==> src/rtl/riscv_pkg.sv <==
// Shared fetch-stage types and ROM window constants.
package riscv_pkg;
  localparam logic [31:0] RESET_VECTOR = 32'hBFC0_0000;
  localparam logic [31:0] ROM_BASE     = 32'hBFC0_0000;
  localparam int unsigned ROM_BYTES    = 4096;
  localparam logic [31:0] NOP_INSTR    = 32'h0000_0013;

  typedef enum logic {RUN = 1'b0, HALT = 1'b1} fetch_state_t;

  typedef struct packed {
    logic [31:0] instr;
    logic [31:0] pc;
    logic [31:0] pc_plus4;
    logic        fault;
  } if_id_t;
endpackage

==> src/rtl/if_id_reg.sv <==
// IF/ID pipeline register: flush beats load beats drop; hold otherwise.
module if_id_reg
  import riscv_pkg::if_id_t;
#(
  parameter logic [31:0] NOP_INSTR = riscv_pkg::NOP_INSTR
) (
  input  logic   clk,
  input  logic   rst_n,
  input  logic   load,
  input  logic   flush,
  input  logic   drop,
  input  if_id_t d,
  output logic   valid,
  output if_id_t q
);
  always_ff @(posedge clk or negedge rst_n) begin
    if (!rst_n) begin
      valid      <= 1'b0;
      q.instr    <= NOP_INSTR;
      q.pc       <= '0;
      q.pc_plus4 <= '0;
      q.fault    <= 1'b0;
    end else if (flush) begin
      valid   <= 1'b0;
      q.fault <= 1'b0;
    end else if (load) begin
      valid <= 1'b1;
      q     <= d;
    end else if (drop) begin
      // accepted fault marker: payload kept, only the valid bit falls
      valid <= 1'b0;
    end
  end
endmodule

==> src/rtl/fetch_stage.sv <==
// Instruction fetch: PC, ROM window check, RUN/HALT control, IF/ID capture.
module fetch_stage
  import riscv_pkg::fetch_state_t, riscv_pkg::if_id_t, riscv_pkg::RUN, riscv_pkg::HALT;
#(
  parameter logic [31:0] RESET_VECTOR = riscv_pkg::RESET_VECTOR,
  parameter logic [31:0] ROM_BASE     = riscv_pkg::ROM_BASE,
  parameter int unsigned ROM_BYTES    = riscv_pkg::ROM_BYTES,
  parameter logic [31:0] NOP_INSTR    = riscv_pkg::NOP_INSTR
) (
  input  logic        clk,
  input  logic        rst_n,
  input  logic        redirect_valid,
  input  logic [31:0] redirect_target,
  input  logic        id_ready,
  output logic [31:0] imem_addr,
  input  logic [31:0] imem_rdata,
  output logic        if_valid,
  output logic [31:0] if_instr,
  output logic [31:0] if_pc,
  output logic [31:0] if_pc_plus4,
  output logic        if_fault,
  output logic        halted
);
  localparam logic [32:0] LAST_OFF = 33'(ROM_BYTES - 4);

  logic [31:0]  pc, pc_plus4;
  logic [32:0]  off;
  fetch_state_t state;
  if_id_t       d, q;
  logic         in_range, advance, load, drop;

  assign imem_addr = pc;
  assign pc_plus4  = pc + 32'd4;

  // 33-bit offset so addresses below ROM_BASE cannot wrap into the window
  always_comb begin
    off      = {1'b0, pc} - {1'b0, ROM_BASE};
    in_range = ({1'b0, pc} >= {1'b0, ROM_BASE}) && (off <= LAST_OFF) && (pc[1:0] == 2'b00);
  end

  assign advance = !if_valid || id_ready;
  assign load    = !redirect_valid && (state == RUN) && advance;
  assign drop    = !redirect_valid && (state == HALT) && if_valid && id_ready;

  always_comb begin
    d.pc       = pc;
    d.pc_plus4 = pc_plus4;
    d.instr    = in_range ? imem_rdata : NOP_INSTR;
    d.fault    = !in_range;
  end

  always_ff @(posedge clk or negedge rst_n) begin
    if (!rst_n) begin
      pc    <= RESET_VECTOR;
      state <= RUN;
    end else if (redirect_valid) begin
      pc    <= redirect_target;
      state <= RUN;
    end else if (load) begin
      if (in_range) pc <= pc_plus4;
      else          state <= HALT;
    end
  end

  if_id_reg #(.NOP_INSTR(NOP_INSTR)) u_if_id (
    .clk   (clk),
    .rst_n (rst_n),
    .load  (load),
    .flush (redirect_valid),
    .drop  (drop),
    .d     (d),
    .valid (if_valid),
    .q     (q)
  );

  assign if_instr    = q.instr;
  assign if_pc       = q.pc;
  assign if_pc_plus4 = q.pc_plus4;
  assign if_fault    = q.fault;
  assign halted      = (state == HALT);
endmodule

==> config.mk <==
export PLATFORM = sky130hd
export DESIGN_NAME = fetch_stage
export DESIGN_NICKNAME = d
export VERILOG_FILES = /design/src/rtl/riscv_pkg.sv /design/src/rtl/if_id_reg.sv /design/src/rtl/fetch_stage.sv
export SDC_FILE = /design/constraint.sdc
export NUM_CORES = 1
export LEC_CHECK = 0
export CAP_MARGIN = 15
export CORE_ASPECT_RATIO = 0.6
export CORE_MARGIN = 2
export CORE_UTILIZATION = 42
export DETAILED_ROUTE_END_ITERATION = 12
export PLACE_DENSITY_LB_ADDON = 0.12
export SETUP_SLACK_MARGIN = 0.3
export SLEW_MARGIN = 10
export SYNTH_ARGS = -nofsm -noshare
export SYNTH_HDL_FRONTEND = slang
export SYNTH_SLANG_ARGS = --single-unit
==> constraint.sdc <==
create_clock -name clk -period 2.1 [get_ports clk]
set_input_delay 0.21 -clock clk [delete_from_list [all_inputs] [get_ports clk]]
set_output_delay 0.21 -clock clk [all_outputs]
set_load 0.02 [all_outputs]
==> impl_metrics.json <==
{
  "post-route-drc-count": 0,
  "vias": 5560,
  "ys_types": 49,
  "syn_inst": 658,
  "cts.clk_slew.worst_paths_ns": 0.06,
  "r2r_start": "imem_addr[23]",
  "synthFlopType": "dfrtp_1",
  "seq_area_frac_synth": 0.527,
  "violations": "setup timing",
  "syn_to_final_growth_pct": 60.4,
  "nNetsFinal": 959,
  "finalMaxSlewViolations": 0,
  "cpMostUsedCell": "buf_6",
  "synth_top_family_by_area": "simple AND/OR/NAND/NOR gates",
  "synth_edf_count": 0,
  "crit_family": "compound AO/OA/AOI/OAI gates",
  "drt-pass1-iter-count": 5,
  "first_global_vias": 5589,
  "htreeDepth": 4,
  "mappedNetlistNets": 730,
  "finalSetupViolCount": 43,
  "ant_nets": 0,
  "track_usage": 0.247,
  "die_w_um": 160,
  "worstHoldPathType": "in2async",
  "fmax_mhz": 431,
  "worstPathRequired_ns": 2.43,
  "place_congestion": 0.865,
  "r2r_cells": 9,
  "timing.hold.ws_ns": 0.310,
  "io_pins": 199,
  "yosys.area_share.adder": 0.00813,
  "clkSinkCount": 129,
  "drv_cap": 0,
  "synth_compound_area_frac": 0.0973,
  "synthMuxAreaShare": 0.0364,
  "synthArstFlopShare": 1.00,
  "dieHeight_um": 97.8,
  "cts_made_buffers": 17,
  "globalRouteOverflowTotal": 0,
  "leakagePower_nw": 4.32,
  "fp.dieArea_mm2": 0.0157,
  "start_kind": "register",
  "cp_max_fo": 17,
  "path_cells": "ha_4 > buf_6 > a311oi_4 > a31oi_4 > a211oi_4 > nand3_2 > buf_6 > or4_1 > a31oi_1",
  "cts_max_path_buffers": 2,
  "rows": 34,
  "rsz0062_at_grt": "true",
  "worstMarginPinSlew_ns": 0.526,
  "numPortBuffers": 198,
  "worst-path-buf-inv": 2,
  "grt_pass1_wl_um": 30300,
  "coreArea_mm2": 0.0144,
  "drive_gt1_frac": 0.260,
  "ctsRootBufferMaster": "clkbuf_16",
  "crit_path_top_delay_cell": "or4_1",
  "cts_tree": "yes",
  "synth_seq_cells": 129,
  "total_power_w": 0.00890,
  "end_kind": "register",
  "critical_path_class": "reg2reg",
  "status": "finished, violations left",
  "drt-vias-per-instance": 5.06,
  "grt_max_degree": 127,
  "ys_warn_count": 0,
  "clock_latency_ns": 0.42,
  "start_util": 0.427,
  "setup_ws_ns": -0.218,
  "cpPeakStageDelay_ns": 0.42,
  "synth_area_mm2": 0.00616,
  "diodes": 0,
  "powerDensity_mw_per_mm2": 902,
  "r2r_slack_ns": -0.22,
  "reg2reg_to": "imem_addr[8]",
  "clock_skew_ns": 0.00731,
  "wire_per_inst_um": 17.8,
  "synthSimpleGateAreaFrac": 0.209,
  "dr.first_iter.drc_count": 271,
  "arrival_ns": 2.65,
  "hold_violations": 0,
  "min_period_ns": 2.32,
  "vdd_drop_max_mv": 0.534,
  "antenna_found_initial": 0,
  "synth_xor_area_frac": 0.0441,
  "dp_hpwl_um": 12600,
  "avgSynthCellArea_um2": 9.36,
  "relSlewSlack": 0.649,
  "finalCritPeriodShare": 1.10,
  "finalWirelength_um": 19500
}
## repair_timing
item | in CTS | in global routing
resized for setup | 111 | 52
hold buffers | 1 | 0
pin swaps | 39 | 25
gates cloned | 6 | 0
buffers inserted | 5 | 11
endpoints found under the setup margin | 71 | 67
hold endpoints to repair | 40 | 0
## worst max path at each step
| stage | startpoint | slack, ns | depth (start not counted) | end |
|---|---|---|---|---|
| floorplan | imem_addr[22] | -0.02 | 8 | imem_addr[10] |
| global placement | imem_addr[17] | -0.21 | 8 | imem_addr[11] |
| detailed placement | imem_addr[17] | -0.31 | 8 | imem_addr[8] |
| CTS | imem_addr[13] | -0.19 | 8 | imem_addr[8] |
| global route | imem_addr[23] | -0.31 | 9 | imem_addr[7] |
| finish | imem_addr[23] | -0.22 | 9 | imem_addr[8] |
## placed cells by master, fill, tap and decap left out, types with 4 or more instances in the layout
cell type,n
inv_1,7
clkdlybuf4s50_1,172
a31oi_1,11
dfrtp_1,117
xnor2_1,15
clkbuf_16,17
nand4_1,4
dfstp_2,12
buf_6,13
nor2_1,16
and3_4,5
o21ai_1,8
nor3_2,7
and3_1,4
o21ai_0,29
dlygate4sd2_1,14
nand3_4,4
xnor2_2,4
buf_12,6
or4_1,8
dlymetal6s2s_1,9
buf_4,66
nand2_1,191
xor2_1,12
nor4_4,4
mux2_2,19
o21ai_2,29
o31ai_1,8
nand3_2,4
nand3_1,13
buf_16,5
## sequential cells by signal, indices dropped and copies added, names as in the netlist
signal / flops
u_if_id.valid: 1
u_if_id.q: 95
imem_addr: 32
halted: 1
## per-stage QoR
| step | setup slack, ns | cells | utilization | TNS [ns] | cell area (um2) |
|---|---|---|---|---|---|
| after floorplan | -0.0158 | 658 | - | -0.0943 | 6190 |
| final | -0.218 | 1098 | 0.685 | -6.18 | 9880 |
| after CTS | -0.191 | 1087 | 0.665 | -2.19 | 9590 |
| after detailed placement | -0.313 | 1043 | 0.592 | -2.29 | 8540 |
| after global routing | -0.305 | 1098 | 0.685 | -8.47 | 9880 |
| after global placement | -0.215 | 1043 | 0.592 | -1.57 | 8540 |
## metal layers
layer,track usage,vias up,routed length [um]
li1,-,2633,-
met1,0.373,2713,9470
met2,0.352,195,8480
met3,0.0646,19,1330
met4,0.0665,0,216
met5,0,-,0
## kinds of logic (layout without fill, tap and decap cells)
kind of cell,Yosys count,in the layout
fa+ha+maj,4,4
compound gates,101,102
flops,129,129
buf+inv,86,327
mux,20,20
simple gates,287,287
xor+xnor,31,31
## report_power, final
part | total [W] | switching [W] | internal, W
Combinational | 0.00277 | 0.00147 | 0.00130
Clock | 0.00293 | 0.00112 | 0.00181
Sequential | 0.00320 | 0.000281 | 0.00292
Total | 0.00890 | 0.00287 | 0.00603
## worst reg2reg max path, stage by stage (launching register included)
cell and delay (ns):
dfstp_2 0.40, ha_4 0.19, buf_6 0.13, a311oi_4 0.33
a31oi_4 0.07, a211oi_4 0.26, nand3_2 0.10, buf_6 0.17
or4_1 0.42, a31oi_1 0.17
## synthesized netlist by cell type (2+ instances only)
master | number | area, um2
a21oi_1 | 2 | 10.0
mux2_2 | 19 | 214
clkbuf_1 | 26 | 97.6
nand2b_1 | 3 | 18.8
buf_2 | 8 | 40.0
nor3_1 | 10 | 50.1
a31oi_1 | 12 | 75.1
o21ai_0 | 65 | 325
o22a_1 | 2 | 17.5
dfrtp_1 | 117 | 2930
nor2_1 | 17 | 63.8
or3_1 | 3 | 18.8
nor4_1 | 5 | 31.3
and3_1 | 9 | 56.3
o31ai_1 | 8 | 60.1
ha_1 | 4 | 50.1
nand4_1 | 4 | 25.0
inv_1 | 7 | 26.3
buf_1 | 6 | 22.5
xnor2_1 | 19 | 166
xor2_1 | 12 | 105
nand3_1 | 19 | 95.1
nand3_2 | 2 | 20.0
or4_1 | 8 | 60.1
nor3_2 | 2 | 20.0
nand3b_1 | 2 | 15.0
and4_4 | 2 | 22.5
a21o_1 | 3 | 22.5
buf_4 | 38 | 285
nand2_1 | 193 | 724
nor2b_1 | 2 | 12.5
dfstp_2 | 12 | 315
## layout make-up
cell class / instances / area [um2]
clock buffer: 20 / 457
fill: 1107 / 4550
timing repair buffer: 288 / 2890
multi-input combinational: 444 / 2880
clock inverter: 12 / 133
inverter: 7 / 26.3
tap: 198 / 248
sequential: 129 / 3240
Power figures use the tool's default switching activity.
